[src/rtl/mips_control_fsm_if.sv]
// Control interface between the multi-cycle control FSM (master) and the
// instruction memory / PC unit / datapath side (slave).
interface mips_control_fsm_if;
    localparam int unsigned INSTR_W = 32;
    localparam int unsigned REG_W   = 5;

    logic [INSTR_W-1:0] instr;
    logic               instr_valid;
    logic               instr_ready;
    logic               ALUzero;
    logic [15:0]        branchAddr;
    logic [25:0]        jumpAddr;
    logic               ctrlBEQ;
    logic               ctrlBNE;
    logic               ctrlJ;
    logic               ctrlJR;
    logic               pc_en;
    logic [REG_W-1:0]   rs;
    logic [REG_W-1:0]   rt;
    logic [REG_W-1:0]   rd;
    logic [2:0]         alu_op;
    logic               alu_src_imm;
    logic               imm_zext;
    logic               reg_we;
    logic [1:0]         reg_dst;
    logic [1:0]         wb_sel;
    logic               mem_re;
    logic               mem_we;
    logic               fetch_timeout;
    logic               halted;

    modport master (
        input  instr, instr_valid, ALUzero,
        output instr_ready, branchAddr, jumpAddr,
               ctrlBEQ, ctrlBNE, ctrlJ, ctrlJR, pc_en,
               rs, rt, rd, alu_op, alu_src_imm, imm_zext,
               reg_we, reg_dst, wb_sel, mem_re, mem_we,
               fetch_timeout, halted
    );

    modport slave (
        output instr, instr_valid, ALUzero,
        input  instr_ready, branchAddr, jumpAddr,
               ctrlBEQ, ctrlBNE, ctrlJ, ctrlJR, pc_en,
               rs, rt, rd, alu_op, alu_src_imm, imm_zext,
               reg_we, reg_dst, wb_sel, mem_re, mem_we,
               fetch_timeout, halted
    );
endinterface

[src/rtl/mips_control_fsm.sv]
// Multi-cycle MIPS control FSM: FETCH/DECODE/EXEC/MEM/WB sequencing with one
// pc_en strobe per retired instruction. All control outputs are registered:
// they are computed from the next state and the next IR value so that each
// strobe is high exactly during the state it belongs to.
// Optional feature macro MIPS_ILLEGAL_TRAP_EN: an illegal instruction halts
// the FSM (halted=1) until reset; otherwise it retires as a NOP.
module mips_control_fsm #(
    parameter int unsigned JAL_REG  = 31,
    parameter int unsigned WAIT_MAX = 255
) (
    input  logic                  clk,
    input  logic                  rst_n,
    mips_control_fsm_if.master    bus
);
    localparam int unsigned INSTR_W = 32;
    localparam int unsigned CNT_W   = 8;

    localparam logic [5:0] OP_RTYPE = 6'h00;
    localparam logic [5:0] OP_J     = 6'h02;
    localparam logic [5:0] OP_JAL   = 6'h03;
    localparam logic [5:0] OP_BEQ   = 6'h04;
    localparam logic [5:0] OP_BNE   = 6'h05;
    localparam logic [5:0] OP_ADDI  = 6'h08;
    localparam logic [5:0] OP_XORI  = 6'h0E;
    localparam logic [5:0] OP_LW    = 6'h23;
    localparam logic [5:0] OP_SW    = 6'h2B;
    localparam logic [5:0] FN_JR    = 6'h08;
    localparam logic [5:0] FN_ADD   = 6'h20;
    localparam logic [5:0] FN_SUB   = 6'h22;
    localparam logic [5:0] FN_SLT   = 6'h2A;

    localparam logic [2:0] ALU_ADD = 3'b000;
    localparam logic [2:0] ALU_SUB = 3'b001;
    localparam logic [2:0] ALU_XOR = 3'b010;
    localparam logic [2:0] ALU_SLT = 3'b011;

    localparam logic [CNT_W-1:0] CNT_LAST = CNT_W'(WAIT_MAX - 1);

`ifdef MIPS_ILLEGAL_TRAP_EN
    localparam bit TRAP_EN = 1'b1;
`else
    localparam bit TRAP_EN = 1'b0;
`endif

    typedef enum logic [2:0] {
        ST_FETCH, ST_DECODE, ST_EXEC, ST_MEM, ST_WB, ST_HALT
    } state_t;

    typedef enum logic [3:0] {
        K_ILL, K_J, K_JAL, K_JR, K_BEQ, K_BNE, K_LW, K_SW,
        K_ADDI, K_XORI, K_ADD, K_SUB, K_SLT
    } kind_t;

    // Instruction class from opcode/funct.
    function automatic kind_t classify(input logic [INSTR_W-1:0] w);
        kind_t k;
        k = K_ILL;
        case (w[31:26])
            OP_RTYPE: begin
                case (w[5:0])
                    FN_JR:   k = K_JR;
                    FN_ADD:  k = K_ADD;
                    FN_SUB:  k = K_SUB;
                    FN_SLT:  k = K_SLT;
                    default: k = K_ILL;
                endcase
            end
            OP_J:    k = K_J;
            OP_JAL:  k = K_JAL;
            OP_BEQ:  k = K_BEQ;
            OP_BNE:  k = K_BNE;
            OP_ADDI: k = K_ADDI;
            OP_XORI: k = K_XORI;
            OP_LW:   k = K_LW;
            OP_SW:   k = K_SW;
            default: k = K_ILL;
        endcase
        return k;
    endfunction

    state_t               state, state_nx;
    logic [INSTR_W-1:0]   ir, ir_nx;
    logic [CNT_W-1:0]     cnt, cnt_nx;
    kind_t                kind_nx;
    logic                 tmo_nx;

    logic instr_ready_q, pc_en_q, beq_q, bne_q, j_q, jr_q;
    logic reg_we_q, mem_re_q, mem_we_q, tmo_q;
    logic alu_src_imm_q, imm_zext_q;
    logic [2:0] alu_op_q;
    logic [1:0] reg_dst_q, wb_sel_q;

    // Next state, next IR and FETCH wait counter.
    always_comb begin
        ir_nx    = ir;
        state_nx = state;
        cnt_nx   = cnt;
        tmo_nx   = 1'b0;
        if (state == ST_FETCH && bus.instr_valid) begin
            ir_nx = bus.instr;
        end
        kind_nx = classify(ir_nx);
        case (state)
            ST_FETCH: begin
                if (bus.instr_valid) begin
                    state_nx = ST_DECODE;
                    cnt_nx   = '0;
                end else if (cnt == CNT_LAST) begin
                    tmo_nx = 1'b1;
                    cnt_nx = '0;
                end else begin
                    cnt_nx = cnt + CNT_W'(1);
                end
            end
            ST_DECODE: begin
                case (kind_nx)
                    K_J, K_JR: state_nx = ST_FETCH;
                    K_JAL:     state_nx = ST_WB;
                    K_ILL:     state_nx = TRAP_EN ? ST_HALT : ST_FETCH;
                    default:   state_nx = ST_EXEC;
                endcase
            end
            ST_EXEC: begin
                case (kind_nx)
                    K_BEQ, K_BNE: state_nx = ST_FETCH;
                    K_LW, K_SW:   state_nx = ST_MEM;
                    default:      state_nx = ST_WB;
                endcase
            end
            ST_MEM:  state_nx = (kind_nx == K_LW) ? ST_WB : ST_FETCH;
            ST_WB:   state_nx = ST_FETCH;
            ST_HALT: state_nx = ST_HALT;
            default: state_nx = ST_FETCH;
        endcase
    end

    // State, IR and registered control outputs for the upcoming state.
    always_ff @(posedge clk or negedge rst_n) begin
        if (!rst_n) begin
            state         <= ST_FETCH;
            ir            <= '0;
            cnt           <= '0;
            instr_ready_q <= 1'b1;
            pc_en_q       <= 1'b0;
            beq_q         <= 1'b0;
            bne_q         <= 1'b0;
            j_q           <= 1'b0;
            jr_q          <= 1'b0;
            reg_we_q      <= 1'b0;
            mem_re_q      <= 1'b0;
            mem_we_q      <= 1'b0;
            tmo_q         <= 1'b0;
            alu_op_q      <= ALU_ADD;
            alu_src_imm_q <= 1'b0;
            imm_zext_q    <= 1'b0;
            reg_dst_q     <= 2'b00;
            wb_sel_q      <= 2'b00;
        end else begin
            state         <= state_nx;
            ir            <= ir_nx;
            cnt           <= cnt_nx;
            instr_ready_q <= (state_nx == ST_FETCH);
            tmo_q         <= tmo_nx;
            pc_en_q       <= (state_nx == ST_DECODE &&
                              (kind_nx == K_J || kind_nx == K_JR ||
                               (kind_nx == K_ILL && !TRAP_EN))) ||
                             (state_nx == ST_EXEC &&
                              (kind_nx == K_BEQ || kind_nx == K_BNE)) ||
                             (state_nx == ST_MEM && kind_nx == K_SW) ||
                             (state_nx == ST_WB);
            beq_q         <= (state_nx == ST_EXEC && kind_nx == K_BEQ);
            bne_q         <= (state_nx == ST_EXEC && kind_nx == K_BNE);
            j_q           <= (state_nx == ST_DECODE &&
                              (kind_nx == K_J || kind_nx == K_JR)) ||
                             (state_nx == ST_WB && kind_nx == K_JAL);
            jr_q          <= (state_nx == ST_DECODE && kind_nx == K_JR);
            reg_we_q      <= (state_nx == ST_WB);
            mem_re_q      <= (state_nx == ST_MEM && kind_nx == K_LW);
            mem_we_q      <= (state_nx == ST_MEM && kind_nx == K_SW);
            case (kind_nx)
                K_BEQ, K_BNE, K_SUB: alu_op_q <= ALU_SUB;
                K_XORI:              alu_op_q <= ALU_XOR;
                K_SLT:               alu_op_q <= ALU_SLT;
                default:             alu_op_q <= ALU_ADD;
            endcase
            alu_src_imm_q <= (kind_nx == K_LW || kind_nx == K_SW ||
                              kind_nx == K_ADDI || kind_nx == K_XORI);
            imm_zext_q    <= (kind_nx == K_XORI);
            case (kind_nx)
                K_ADD, K_SUB, K_SLT: begin reg_dst_q <= 2'b01; wb_sel_q <= 2'b00; end
                K_LW:                begin reg_dst_q <= 2'b00; wb_sel_q <= 2'b01; end
                K_JAL:               begin reg_dst_q <= 2'b10; wb_sel_q <= 2'b10; end
                default:             begin reg_dst_q <= 2'b00; wb_sel_q <= 2'b00; end
            endcase
        end
    end

`ifdef MIPS_ILLEGAL_TRAP_EN
    logic halted_q;

    // Sticky halt indication, cleared only by reset.
    always_ff @(posedge clk or negedge rst_n) begin
        if (!rst_n) begin
            halted_q <= 1'b0;
        end else begin
            halted_q <= (state_nx == ST_HALT);
        end
    end

    assign bus.halted = halted_q;
`else
    assign bus.halted = 1'b0;
`endif

    assign bus.instr_ready   = instr_ready_q;
    assign bus.branchAddr    = ir[15:0];
    assign bus.jumpAddr      = ir[25:0];
    assign bus.rs            = ir[25:21];
    assign bus.rt            = ir[20:16];
    assign bus.rd            = ir[15:11];
    assign bus.pc_en         = pc_en_q;
    assign bus.ctrlBEQ       = beq_q;
    assign bus.ctrlBNE       = bne_q;
    assign bus.ctrlJ         = j_q;
    assign bus.ctrlJR        = jr_q;
    assign bus.alu_op        = alu_op_q;
    assign bus.alu_src_imm   = alu_src_imm_q;
    assign bus.imm_zext      = imm_zext_q;
    assign bus.reg_we        = reg_we_q;
    assign bus.reg_dst       = reg_dst_q;
    assign bus.wb_sel        = wb_sel_q;
    assign bus.mem_re        = mem_re_q;
    assign bus.mem_we        = mem_we_q;
    assign bus.fetch_timeout = tmo_q;
endmodule
[src/flat_wrapper.sv]
// flat-port wrapper written by rule: the top's interface ports become plain ports
module mips_control_fsm_flat 
#(
    parameter int unsigned JAL_REG  = 31,
    parameter int unsigned WAIT_MAX = 255
)
  (clk, rst_n, bus_instr, bus_instr_valid, bus_ALUzero, bus_instr_ready, bus_branchAddr, bus_jumpAddr, bus_ctrlBEQ, bus_ctrlBNE, bus_ctrlJ, bus_ctrlJR, bus_pc_en, bus_rs, bus_rt, bus_rd, bus_alu_op, bus_alu_src_imm, bus_imm_zext, bus_reg_we, bus_reg_dst, bus_wb_sel, bus_mem_re, bus_mem_we, bus_fetch_timeout, bus_halted);
  mips_control_fsm_if bus_i ();
  input  logic clk;
  input  logic rst_n;
  input wire logic [$bits(bus_i.instr)-1:0] bus_instr;
  input wire logic [$bits(bus_i.instr_valid)-1:0] bus_instr_valid;
  input wire logic [$bits(bus_i.ALUzero)-1:0] bus_ALUzero;
  output wire logic [$bits(bus_i.instr_ready)-1:0] bus_instr_ready;
  output wire logic [$bits(bus_i.branchAddr)-1:0] bus_branchAddr;
  output wire logic [$bits(bus_i.jumpAddr)-1:0] bus_jumpAddr;
  output wire logic [$bits(bus_i.ctrlBEQ)-1:0] bus_ctrlBEQ;
  output wire logic [$bits(bus_i.ctrlBNE)-1:0] bus_ctrlBNE;
  output wire logic [$bits(bus_i.ctrlJ)-1:0] bus_ctrlJ;
  output wire logic [$bits(bus_i.ctrlJR)-1:0] bus_ctrlJR;
  output wire logic [$bits(bus_i.pc_en)-1:0] bus_pc_en;
  output wire logic [$bits(bus_i.rs)-1:0] bus_rs;
  output wire logic [$bits(bus_i.rt)-1:0] bus_rt;
  output wire logic [$bits(bus_i.rd)-1:0] bus_rd;
  output wire logic [$bits(bus_i.alu_op)-1:0] bus_alu_op;
  output wire logic [$bits(bus_i.alu_src_imm)-1:0] bus_alu_src_imm;
  output wire logic [$bits(bus_i.imm_zext)-1:0] bus_imm_zext;
  output wire logic [$bits(bus_i.reg_we)-1:0] bus_reg_we;
  output wire logic [$bits(bus_i.reg_dst)-1:0] bus_reg_dst;
  output wire logic [$bits(bus_i.wb_sel)-1:0] bus_wb_sel;
  output wire logic [$bits(bus_i.mem_re)-1:0] bus_mem_re;
  output wire logic [$bits(bus_i.mem_we)-1:0] bus_mem_we;
  output wire logic [$bits(bus_i.fetch_timeout)-1:0] bus_fetch_timeout;
  output wire logic [$bits(bus_i.halted)-1:0] bus_halted;
  assign bus_i.instr = bus_instr;
  assign bus_i.instr_valid = bus_instr_valid;
  assign bus_i.ALUzero = bus_ALUzero;
  assign bus_instr_ready = bus_i.instr_ready;
  assign bus_branchAddr = bus_i.branchAddr;
  assign bus_jumpAddr = bus_i.jumpAddr;
  assign bus_ctrlBEQ = bus_i.ctrlBEQ;
  assign bus_ctrlBNE = bus_i.ctrlBNE;
  assign bus_ctrlJ = bus_i.ctrlJ;
  assign bus_ctrlJR = bus_i.ctrlJR;
  assign bus_pc_en = bus_i.pc_en;
  assign bus_rs = bus_i.rs;
  assign bus_rt = bus_i.rt;
  assign bus_rd = bus_i.rd;
  assign bus_alu_op = bus_i.alu_op;
  assign bus_alu_src_imm = bus_i.alu_src_imm;
  assign bus_imm_zext = bus_i.imm_zext;
  assign bus_reg_we = bus_i.reg_we;
  assign bus_reg_dst = bus_i.reg_dst;
  assign bus_wb_sel = bus_i.wb_sel;
  assign bus_mem_re = bus_i.mem_re;
  assign bus_mem_we = bus_i.mem_we;
  assign bus_fetch_timeout = bus_i.fetch_timeout;
  assign bus_halted = bus_i.halted;
  mips_control_fsm #(.JAL_REG(JAL_REG), .WAIT_MAX(WAIT_MAX)) u_core (.clk(clk), .rst_n(rst_n), .bus(bus_i));
endmodule
[config.mk]
export PLATFORM = sky130hd
export DESIGN_NAME = mips_control_fsm_flat
export DESIGN_NICKNAME = d
export VERILOG_FILES = /design/src/rtl/mips_control_fsm_if.sv /design/src/rtl/mips_control_fsm.sv /design/src/flat_wrapper.sv
export SDC_FILE = /design/constraint.sdc
export NUM_CORES = 1
export LEC_CHECK = 0
export ABC_AREA = 1
export BUFFER_PORTS_ARGS = -buffer_cell sky130_fd_sc_hd__buf_2
export CAP_MARGIN = 10
export CORE_MARGIN = 2
export CORE_UTILIZATION = 45
export CTS_BUF_LIST = sky130_fd_sc_hd__clkbuf_16
export DETAILED_ROUTE_END_ITERATION = 10
export GPL_TIMING_DRIVEN = 0
export PLACE_DENSITY_LB_ADDON = 0.25
export SYNTH_ARGS = -nofsm -noshare
export SYNTH_HDL_FRONTEND = slang
export SYNTH_SLANG_ARGS = --single-unit
[constraint.sdc]
create_clock -name clk -period 2.9 [get_ports clk]
set_clock_uncertainty 0.15 [all_clocks]
set_input_delay 0 -clock clk [delete_from_list [all_inputs] [get_ports clk]]
set_output_delay 0 -clock clk [all_outputs]
set_load 0.005 [all_outputs]
# [Yosys cells after proc, flatten, opt, wreduce, memory -nomap -nowiden]
# Cells that the tools add are included.
[classes] addsub=1 n_mul=0 div_mod_pow=0 order_cmp=0 n_eq_ne=33 shift=0 n_mux=16 n_bitwise=0 reduce_logical=29
[op_table] cell="$pmux W4 S9" count=1
[op_table] cell="$mux W32" count=1
[op_table] cell="$eq A6 B6 Y1 const B" count=5
[op_table] cell="$eq A4 B4 Y1 const B" count=5
[op_table] cell="$eq A6 B4 Y1 const B" count=3
[op_table] cell="$eq A4 B3 Y1 const B" count=4
[op_table] cell="$mux W8" count=2
[op_table] cell="$pmux W4 S4" count=1
[op_table] cell="$pmux W3 S5" count=1
[op_table] cell="$eq A3 B2 Y1 const B" count=4
[op_table] cell="$eq A6 B2 Y1 const B" count=2
[op_table] cell="$eq A6 B3 Y1 const B" count=2
[op_table] cell="$pmux W3 S2" count=2
[op_table] cell="$logic_and A1 B1 Y1" count=10
[op_table] cell="$logic_or A1 B1 Y1" count=10
[op_table] cell="$reduce_or A3 Y1" count=3
[op_table] cell="$add A8 B1 Y8 const B" count=1
[op_table] cell="$eq A4 B2 Y1 const B" count=2
[op_table] cell="$eq A8 B8 Y1 const B" count=1
[op_table] cell="$pmux W2 S2" count=2
[op_table] cell="$eq A3 B1 Y1 const B" count=2
[op_table] cell="$eq A3 B3 Y1 const B" count=2
[op_table] cell="$logic_not A3 Y1" count=2
[op_table] cell="$logic_not A6 Y1" count=1
[op_table] cell="other kinds (6)" count=10
[word_totals] reg_bits=61 latch_bits=0 mem_bits_rw=0 rom_bits=0 input_bits=36 output_inout_bits=77 word_cells=98 n_memories=0

# [Longest topological paths before layout]
# Gate-level depths: netlist (run 1).
[logic_depth] ltp_word=15 ltp_mapped=17

# [Worst setup path after synthesis (run 1)]
# OpenSTA, ideal clock, no wires.
[synth_timing] kind="register -> register" startpoint="register u_core.state[2]" endpoint="register u_core.j_q (netlist: u_core.bus.ctrlJ)" arrival_time_ns=1.691 required_time_ns=2.626 setup_slack_ns=0.935 stages_incl_launch_ff=16 n_path_buf=2 period_less_slack_ns=1.965 path_cell_list="dfrtp_1 -> nor2_4 -> nand3_2 -> buf_6 -> buf_6 -> nand2_1 -> nand2_1 -> nor2_1 -> nand2_1 -> nor2_1 -> nand2_2 -> nand2_4 -> nor2_2 -> nand2_1 -> nor2_1 -> o21bai_1"
[synth_via] elab_chain_len=13 elab_cells_between_ends=44 cone_classes="eq/ne: 25; mux: 8; reduce/logical: 11"
[synth_rtl] element="start: declaration" line="mips_control_fsm.sv:81" source="state_t state, state_nx;"
[synth_rtl] element="start signal: assignment" line="mips_control_fsm.sv:159" source="state <= state_nx;"
[synth_rtl] element="$logic_not A3 Y1" line="mips_control_fsm.sv:99, mips_control_fsm.sv:103"
[synth_rtl] element="$logic_and A1 B1 Y1" line="mips_control_fsm.sv:99" source="if (state == ST_FETCH && bus.instr_valid) begin"
[synth_rtl] element="$mux W32" line="mips_control_fsm.sv:99"
[synth_rtl] element="$eq A6 B6 Y1 or $eq A6 B4 Y1 (tied branches)" line="mips_control_fsm.sv:60" source="case (w[5:0])"
[synth_rtl] element="$pmux W4 S4" line="mips_control_fsm.sv:60"
[synth_rtl] element="$pmux W4 S9" line="mips_control_fsm.sv:58" source="case (w[31:26])"
[synth_rtl] element="$eq A4 B2 Y1, or another cell as far along" line="mips_control_fsm.sv:116, mips_control_fsm.sv:174"
[synth_rtl] element="$reduce_or A3 Y1 (no line) or $reduce_or A2 Y1 (tied branches)"
[synth_rtl] element="$pmux W3 S2, on equally long branches" line="mips_control_fsm.sv:116, mips_control_fsm.sv:124"
[synth_rtl] element="$pmux W3 S5" line="mips_control_fsm.sv:103" source="case (state)"
[synth_rtl] element="$eq A3 B1 Y1 or $eq A3 B3 Y1 (tied branches)" line="mips_control_fsm.sv:173, mips_control_fsm.sv:175"
[synth_rtl] element="$logic_and A1 B1 Y1, on equally long branches" line="mips_control_fsm.sv:173, mips_control_fsm.sv:175"
[synth_rtl] element="$logic_or A1 B1 Y1 *" line="mips_control_fsm.sv:174" source="(kind_nx == K_J || kind_nx == K_JR)) ||"
[synth_rtl] element="end signal: assignment" line="mips_control_fsm.sv:173" source="j_q <= (state_nx == ST_DECODE &&"
[synth_rtl] element="end: declaration" line="mips_control_fsm.sv:87" source="logic instr_ready_q, pc_en_q, beq_q, bne_q, j_q, jr_q;"
# Every way passes the cells marked *; elsewhere a longest branch is shown, timed or not.
# A chain may end at the register's enable or synchronous reset.

# [Worst setup path in the final report (run 1)]
[layout_timing] startpoint="register u_core.state[2]" endpoint="register u_core.beq_q (netlist: u_core.bus.ctrlBEQ)"
[layout_via] elab_chain_len=12 elab_cells_between_ends=40 cone_classes="eq/ne: 24; mux: 8; reduce/logical: 8"
[layout_rtl] element="$logic_not A3 Y1" line="mips_control_fsm.sv:99, mips_control_fsm.sv:103"
[layout_rtl] element="$logic_and A1 B1 Y1" line="mips_control_fsm.sv:99"
[layout_rtl] element="$mux W32" line="mips_control_fsm.sv:99"
[layout_rtl] element="$eq A6 B6 Y1 or $eq A6 B4 Y1 (tied branches)" line="mips_control_fsm.sv:60"
[layout_rtl] element="$pmux W4 S4" line="mips_control_fsm.sv:60"
[layout_rtl] element="$pmux W4 S9" line="mips_control_fsm.sv:58"
[layout_rtl] element="$eq A4 B2 Y1, or another cell as far along" line="mips_control_fsm.sv:116" source="case (kind_nx)"
[layout_rtl] element="$reduce_or A3 Y1 (no line) or $reduce_or A2 Y1 (tied branches)"
[layout_rtl] element="$pmux W3 S2, on equally long branches" line="mips_control_fsm.sv:116, mips_control_fsm.sv:124"
[layout_rtl] element="$pmux W3 S5 *" line="mips_control_fsm.sv:103"
[layout_rtl] element="net u_core.state_nx[1]" line="mips_control_fsm.sv:81"
[layout_rtl] element="$eq A3 B2 Y1 *" line="mips_control_fsm.sv:171" source="beq_q <= (state_nx == ST_EXEC && kind_nx == K_BEQ);"
[layout_rtl] element="$logic_and A1 B1 Y1 *" line="mips_control_fsm.sv:171"
[layout_rtl] element="end signal: assignment" line="mips_control_fsm.sv:171"
[layout_rtl] element="end: declaration" line="mips_control_fsm.sv:87"
# The timed path passes the listed nets; every way through them passes the cells marked *.

==> results of run 1 <==
==> synthesized netlist by cell type (all sizes together) <==
| cell type | n | area share (%) |
|---|---|---|
| nand3 | 21 | 3.9 |
| nand4 | 19 | 3.6 |
| o21a | 1 | 0.22 |
| a21oi | 4 | 0.58 |
| inv | 46 | 5.0 |
| o31ai | 1 | 0.22 |
| nand2 | 135 | 16 |
| xnor2 | 1 | 0.25 |
| conb | 1 | 0.11 |
| nor2 | 39 | 6.2 |
| o21ai | 6 | 0.87 |
| ha | 2 | 0.72 |
| o21bai | 2 | 0.76 |
| and2 | 1 | 0.18 |
| buf | 67 | 15 |
| clkbuf | 4 | 0.43 |
| dfstp | 1 | 0.76 |
| dfrtp | 60 | 43 |
| nor3 | 6 | 0.87 |
| nor3b | 1 | 0.22 |
| a211oi | 1 | 0.22 |
==> critical path, cell delays in order (launching register included) <==
cell and delay, ns:
dfrtp_1 0.43, nor2_4 0.15, nand3_2 0.10, buf_6 0.16, buf_6 0.15, nand2_1 0.07
nand2_1 0.05, nor2_1 0.14, nand2_1 0.09, nor2_1 0.13, nand2_2 0.10, nand2_4 0.10
o21bai_4 0.09, nand2_2 0.09, nand3_2 0.09, nor2_1 0.11
==> power breakdown <==
| group | total (mW) | switching, mW | internal (mW) |
|---|---|---|---|
| sequential | 1.39 | 0.233 | 1.16 |
| combinational | 2.64 | 1.36 | 1.28 |
| clock | 1.04 | 0.381 | 0.659 |
| total | 5.07 | 1.98 | 3.09 |
==> routing by layer <==
layer  GRT usage [%]  wire (µm)  vias up
met4            8.96        204        0
li1                -          -     1553
met1            23.7       3410     1406
met3            3.82        406       16
met2            37.5       4220       96
met5               0          0        -
==> per-stage QoR <==
stage,area (µm²),util [%],setup WS [ns],hold WS (ns)
2_1_floorplan,3460,-,0.935,-0.446
4_1_cts,4780,65.2,0.638,0.0729
5_1_grt,4780,65.2,0.492,0.0984
3_5_place_dp,4150,56.5,0.661,-0.0907
3_3_place_gp,4130,56.3,0.724,0.0457
6_report,4780,65.2,0.644,0.0799
==> logic make-up (layout without fill, tap and decap cells) <==
| kind of cell | Yosys count | after routing | share of synthesized area (%) |
|---|---|---|---|
| AO/OA/AOI/OAI | 15 | 15 | 2.86 |
| XOR/XNOR | 1 | 1 | 0.254 |
| adder cells (fa/ha/maj) | 2 | 2 | 0.725 |
| buffers and inverters | 117 | 277 | 20.4 |
| flip-flops | 61 | 61 | 44.3 |
| other | 1 | 2 | 0.109 |
| AND/OR/NAND/NOR | 222 | 222 | 31.4 |
==> registers in the layout, summed over array words and instances, names as in the netlist <==
| name | cells |
|---|---|
| u_core.bus.ctrlBEQ | 1 |
| u_core.bus.alu_src_imm | 1 |
| u_core.bus.mem_we | 1 |
| u_core.bus.ctrlJ | 1 |
| u_core.bus.pc_en | 1 |
| u_core.bus.instr_ready | 1 |
| u_core.bus.reg_dst | 2 |
| u_core.cnt | 8 |
| u_core.bus.wb_sel | 2 |
| u_core.bus.mem_re | 1 |
| u_core.bus.reg_we | 1 |
| u_core.bus.imm_zext | 1 |
| u_core.ir | 32 |
| u_core.bus.ctrlBNE | 1 |
| u_core.state | 3 |
| u_core.bus.ctrlJR | 1 |
| u_core.bus.fetch_timeout | 1 |
| u_core.bus.alu_op | 2 |
==> final cells by class <==
cell class / instances / area, µm² / area share [%]
sequential: 61 / 1530 / 32.0
multi-input combinational: 242 / 1220 / 25.6
timing repair buffer: 144 / 906 / 19.0
buffer: 71 / 532 / 11.1
clock buffer: 9 / 225 / 4.71
inverter: 46 / 173 / 3.61
tap: 99 / 124 / 2.59
clock inverter: 7 / 67.6 / 1.41
==> what timing repair did <==
action | CTS | global route
endpoints found under the hold margin | 60 | 0
hold buffers | 34 | 0
buffers inserted | 0 | 0
==> final timing paths <==
check | startpoint | endpoint | slack [ns] | depth (start not counted)
min reg2reg | u_core.ir[9] | u_core.ir[9] | 0.36 | 2
min | rst_n | u_core.ir[10] | 0.08 | 2
max reg2reg | u_core.state[2] | u_core.bus.ctrlBEQ | 0.64 | 15
max in group asynchronous | rst_n | u_core.bus.instr_ready | 1.84 | 3
min in group clk | bus_instr_valid | u_core.ir[30] | 0.08 | 5
max | u_core.state[2] | u_core.bus.ctrlBEQ | 0.64 | 15
==> results.toml, run 1 <==
[outcome]
status = "completed"

[synthesis]
ys_ff_latch = 61
syn_inst = 419
postSynthAreaPerCell_um2 = 8.24
ys_types = 33
synth-seq-area-share_pct = 44.3
syn_area_mm2 = 0.00345
ys.warnings.count = 0

[placed_design]
place_inst = 629
port-buffer-count = 109
hpwl_um = 5850
gp_congestion = 0.803

[timing]
finalMaxSlewViolations = 0
finalCriticalPeriod_ns = 2.26
slew_headroom_pct = 57.5
period_share_pct = 77.8
max_freq_ghz = 0.443
rsz0062_at_grt = "no"
finalSetupViolCount = 0
tightest_slew_ns = 0.638
tns_ns = 0
hold_violations = 0

[critical_path]
endpoint_kind = "flop"
cp.required_ns = 3.01
crit_fanout = 10
arrival_ns = 2.36
path_class = "reg -> reg"
critPathLaunchType = "flop"

[routing]
dr_total_vias = 3071
drt_iter0_markers = 137
detail_route.vias_per_cell = 4.52
wirelength_um = 8240
firstDrtPassIters = 4
wl_per_cell_um = 12.1
drc_errors = 0
postRouteAntennaNets = 0

[global_routing]
grt_start_max_net_pins = 35
antenna_found_initial = 0
grt-ovfl-total = 0
grt_pass1_vias = 3055
grt_pass1_wl_um = 13800
track_usage_pct = 20.7

[final_layout]
syn_to_final_growth_pct = 38.4
fill_cells = 597
final_cells = 679
layout_commonest_cell = "nand2_1"
layout_common_cells = "nand2_1 (116), buf_2 (111), buf_4 (60), dfrtp_1 (60), inv_1 (43)"
diodes = 0
final_nets = 613
drive_gt1_share_pct = 40.9

[clock_tree]
clk_pin_slew_ns = 0.06
cts_tree = "built"
cts_buffers = 9
clk_path_buf_depth = 2
cts-resized-gates = 0
htree_levels = 3
cts_sinks = 61
cts-root-buf = "clkbuf_16"
clk_latency_ns = 0.33

[die]
rows = 31
fp.dieH_um = 91.6
start_util_pct = 47.1
fp.dieW_um = 91.6
io_pins = 113
core_mm2 = 0.00733
fp.dieArea_mm2 = 0.00839

[power_and_ir_drop]
leakage_nw = 2.76
ir_drop_mv = 0.619
finalPower_mw = 5.07
powerDensity_mw_per_mm2 = 1060

[min_path]
hp-class = "in -> async"

[job]
cap_violations = 0
(Power assumes the default switching activity.)
==> run 2, diff against run 1 <==
clock period = 2.36 ns   (was 2.9 ns; I/O delays follow)
==> results.toml, run 2 (synthesis results as in run 1) <==
[outcome]
status = "completed"

[timing]
tightest_slew_ns = 0.638
rsz0062_at_grt = "yes"
tns_ns = 0
hold_violations = 0
period_share_pct = 95.7
slew_headroom_pct = 57.5
finalMaxSlewViolations = 0
postLayoutSetupSlackWorst_ns = 0.101
finalCriticalPeriod_ns = 2.26
max_freq_ghz = 0.443
finalSetupViolCount = 0

[die]
fp.dieW_um = 91.6
io_pins = 113
rows = 31
fp.dieArea_mm2 = 0.00839
start_util_pct = 47.1
core_mm2 = 0.00733
fp.dieH_um = 91.6

[global_routing]
grt-ovfl-total = 0
grt_start_max_net_pins = 35
track_usage_pct = 20.7
grt_pass1_vias = 3055
grt_pass1_wl_um = 13800
antenna_found_initial = 0

[power_and_ir_drop]
powerDensity_mw_per_mm2 = 1310
ir_drop_mv = 0.795
clkPwrFrac_pct = 20.3
finalPower_mw = 6.28
intPower_mw = 3.83
combPwrFrac_pct = 52.5
p_seq_share_pct = 27.1
leakage_nw = 2.76
switchingPower_mw = 2.46
netSwitchingFraction_pct = 39.1

[routing]
postRouteAntennaNets = 0
firstDrtPassIters = 4
drc_errors = 0
dr_total_vias = 3075
detail_route.vias_per_cell = 4.53
wl_per_cell_um = 12.1
drt_iter0_markers = 160
wirelength_um = 8250

[critical_path]
ff2ff_path_depth = 15
critPathSlowestCell = "dfrtp_1"
crit_family = "simple AND/OR/NAND/NOR gates"
arrival_ns = 2.36
worst-path-stages = 15
max_stage_delay_ns = 0.43
path_cells = "nor2_4 -> nand3_2 -> buf_6 -> buf_6 -> nand2_1 -> nand2_1 -> nor2_2 -> nand2_1 -> nor2_2 -> nand2_2 -> nand2_4 -> o21bai_4 -> nand2_2 -> nand3_2 -> nor2_1"
rr_startpoint = "u_core.state[2]"
worst_r2r_endpoint = "u_core.bus.ctrlBEQ"
path_buf_inv = 2
crit_top_cell = "nand2_1"
path_class = "reg -> reg"
crit_fanout = 10
reg2reg_slack_ns = 0.10
critPathLaunchType = "flop"
endpoint_kind = "flop"
cp.required_ns = 2.47

[job]
cap_violations = 0

[placed_design]
dpl_worst_slack_ns = 0.121
port-buffer-count = 109
gp_congestion = 0.803
hpwl_um = 5850
dpl_cell_area_mm2 = 0.00415

[final_layout]
syn_to_final_growth_pct = 39.0
fill_cells = 594
top_register = "u_core.ir"
layout_common_cells = "nand2_1 (116), buf_2 (111), dfrtp_1 (60)"
largest_reg_flops = 32
layout_commonest_cell = "nand2_1"
seq_area_mm2 = 0.00153
design_area_mm2 = 0.00480
final_nets = 613
post-route-util_pct = 65.5
top_regs = "u_core.ir: 32 flops, u_core.cnt: 8 flops, u_core.state: 3 flops"
drive_gt1_share_pct = 41.4
multi_input_area_mm2 = 0.00124
diodes = 0

[min_path]
hp-class = "in -> async"

[clock_tree]
cts_buffers = 9
clk_pin_slew_ns = 0.06
cts_sinks = 61
cts-root-buf = "clkbuf_16"
htree_levels = 3
clk_latency_ns = 0.33
clk_path_buf_depth = 2
post-cts-setup-buffer-count = 0
cts_tree = "built"
## run 2: worst max path at each step
stage	to	startpoint	slack, ns
3_3_place_gp	u_core.bus.ctrlJ	u_core.state[2]	0.18
6_report	u_core.bus.ctrlBEQ	u_core.state[2]	0.10
2_1_floorplan	u_core.bus.ctrlJ	u_core.state[2]	0.40
5_1_grt	u_core.bus.ctrlJ	u_core.state[2]	-0.0002
3_5_place_dp	u_core.bus.ctrlJ	u_core.state[2]	0.12
4_1_cts	u_core.bus.ctrlJ	u_core.state[2]	0.1
## run 2: layout make-up
class                   instances  share of cell area [%]
flip-flops and latches         61                    31.8
multi-input cells             242                    25.9
repair buffers                144                    18.9
plain buffers                  71                    11.2
clock buffers                   9                    4.69
inverters                      46                    3.60
well taps                      99                    2.58
clock inverters                 7                    1.41
## run 2: repair_timing
item / 4_1_cts / 5_1_grt
setup endpoints to repair: 0 / 4
endpoints found under the hold margin: 60 / 0
hold buffers: 34 / 0
resized for setup: 0 / 6
## run 2: per-layer routing
layer	track usage, %	share of wire (%)
met5	0	0
met2	37.5	51
met3	3.82	5.0
met4	8.96	2.5
met1	23.7	41
## run 2: power by group through the flow
stage                     registers [mW]  clock network (mW)  logic (mW)
after global routing                1.76                1.36        3.66
after global placement              1.70                   0        3.10
after detailed placement            1.72                   0        3.18
after floorplan                     1.65                   0        2.29
after CTS                           1.71                1.31        3.26
final                               1.71                1.28        3.30
## run 2: through the flow
step                hold WS, ns  instances
global route             0.0990        679
global placement         0.0457        628
floorplan                -0.446        420
CTS                      0.0729        679
detailed placement      -0.0907        629
finish                   0.0789        679
==> run 3, diff against run 2 <==
CELL_PAD_IN_SITES_DETAIL_PLACEMENT = 0   (was unset)
CELL_PAD_IN_SITES_GLOBAL_PLACEMENT = 1   (was unset)
CORE_UTILIZATION = 37   (was 45)
==> results.toml, run 3 (synthesis results as in run 1) <==
[timing]
period_share_pct = 96.8
slew_headroom_pct = 65.7
max_freq_ghz = 0.438
rsz0062_at_grt = "yes"
finalCriticalPeriod_ns = 2.28
finalMaxSlewViolations = 0
hold_violations = 0
tightest_slew_ns = 0.515
timing.hold.ws_ns = 0.0386
finalSetupViolCount = 0

[die]
core_mm2 = 0.00915
io_pins = 113
fp.dieArea_mm2 = 0.0101
fp.dieW_um = 101
rows = 35
fp.dieH_um = 101
start_util_pct = 37.7

[clock_tree]
cts-root-buf = "clkbuf_16"
clk_pin_slew_ns = 0.05
clk_path_buf_depth = 2
cts_buffers = 9
clk_latency_ns = 0.32
cts_tree = "built"
htree_levels = 3
cts_sinks = 61

[routing]
drt_iter0_markers = 92
firstDrtPassIters = 4
wl_per_cell_um = 11.9
dr_total_vias = 3123
detail_route.vias_per_cell = 4.42
drc_errors = 0
postRouteAntennaNets = 0
wirelength_um = 8420

[final_layout]
diodes = 0
layout_commonest_cell = "buf_2"
largest_reg_flops = 32
top_regs = "u_core.ir: 32 flops, u_core.cnt: 8 flops, u_core.state: 3 flops"
layout_common_cells = "buf_2 (111), nand2_1 (103), buf_4 (74)"
final_nets = 629
fill_cells = 849
top_register = "u_core.ir"
drive_gt1_share_pct = 46.6
syn_to_final_growth_pct = 48.6
post-route-util_pct = 56.0

[outcome]
status = "completed"

[placed_design]
port-buffer-count = 109
hpwl_um = 5920
gp_congestion = 0.723

[critical_path]
cp.required_ns = 2.42
crit_fanout = 5
endpoint_kind = "flop"
path_class = "reg -> reg"
rr_startpoint = "u_core.state[2]"
worst_r2r_endpoint = "u_core.bus.pc_en"
reg2reg_slack_ns = 0.08
ff2ff_path_depth = 15
arrival_ns = 2.34
crit_start = "u_core.state[2]"
critPathLaunchType = "flop"

[global_routing]
grt_start_max_net_pins = 41
grt_pass1_wl_um = 13700
grt_pass1_vias = 2923
grt-ovfl-total = 0
antenna_found_initial = 0
track_usage_pct = 17.2

[job]
cap_violations = 0

[power_and_ir_drop]
powerDensity_mw_per_mm2 = 1340
leakage_nw = 2.88
ir_drop_mv = 0.895

[min_path]
hp-class = "in -> async"
==> run 3: cell types whose count changed in the layout (fill, tap and decap cells not counted), sizes merged <==
cell | before | now
clkinvlp | 1 | 0
bufinv | 1 | 2
clkbuf | 13 | 14
buf | 177 | 192
==> run 3: power by group <==
part | internal, mW | total, mW | switching, mW
logic | 1.91 | 3.82 | 1.91
registers | 1.42 | 1.71 | 0.289
clock network | 0.907 | 1.35 | 0.439
total | 4.24 | 6.88 | 2.64
==> run 3: worst max-delay path: stages (launching register included) <==
cell     delay, ns
dfrtp_1       0.42
nor2_4        0.19
buf_4         0.14
buf_6         0.11
nand4_1       0.13
nand2_4       0.13
buf_4         0.12
nand3_2       0.10
nor2_4        0.19
nor2_4        0.06
nand2_4       0.09
nor2_4        0.04
nand3_1       0.08
nand2_1       0.05
nor2_1        0.10
nand2_1       0.06
==> run 3: final cells by class <==
class                      count  area [µm²]  share of cell area [%]
buffer                        71         552                    10.8
clock buffer                   9         225                    4.39
clock inverter                 7        81.3                    1.59
inverter                      46         173                    3.37
multi-input combinational    242        1390                    27.1
sequential                    61        1530                    29.8
tap                          111         139                    2.71
timing repair buffer         160        1040                    20.3
==> run 3: per-stage QoR <==
stage / cell area, µm² / cells / TNS [ns] / worst slack (ns) / power, mW
final: 5130 / 707 / 0 / 0.0763 / 6.88
after global placement: 4140 / 640 / 0 / 0.144 / 4.86
after detailed placement: 4160 / 641 / 0 / 0.102 / 4.91
after CTS: 4810 / 691 / 0 / 0.0797 / 6.34
after global routing: 5130 / 707 / -0.237 / -0.0927 / 7.44
after floorplan: 3460 / 420 / 0 / 0.395 / 3.94
==> run 3: worst max path at each step <==
stage | slack, ns | cells after the start | to
6_report | 0.08 | 15 | u_core.bus.pc_en
5_1_grt | -0.09 | 16 | u_core.bus.pc_en
3_5_place_dp | 0.10 | 16 | u_core.bus.pc_en
3_3_place_gp | 0.14 | 16 | u_core.bus.pc_en
4_1_cts | 0.08 | 16 | u_core.bus.pc_en
2_1_floorplan | 0.40 | 15 | u_core.bus.ctrlJ
==> run 3: routing by layer <==
layer  GRT usage (%)  wire [µm]  vias up
met3            4.02        306       11
met1            20.6       3600     1465
met2            30.4       4380       67
li1                -          -     1580
met5               0          0        -
met4            5.69        136        0
==> run 3: what timing repair did <==
action / in CTS / in global routing
endpoints found under the setup margin: 0 / 8
setup buffers: 0 / 14
resized for setup: 0 / 49
endpoints found under the hold margin: 92 / 0
hold buffers: 34 / 0
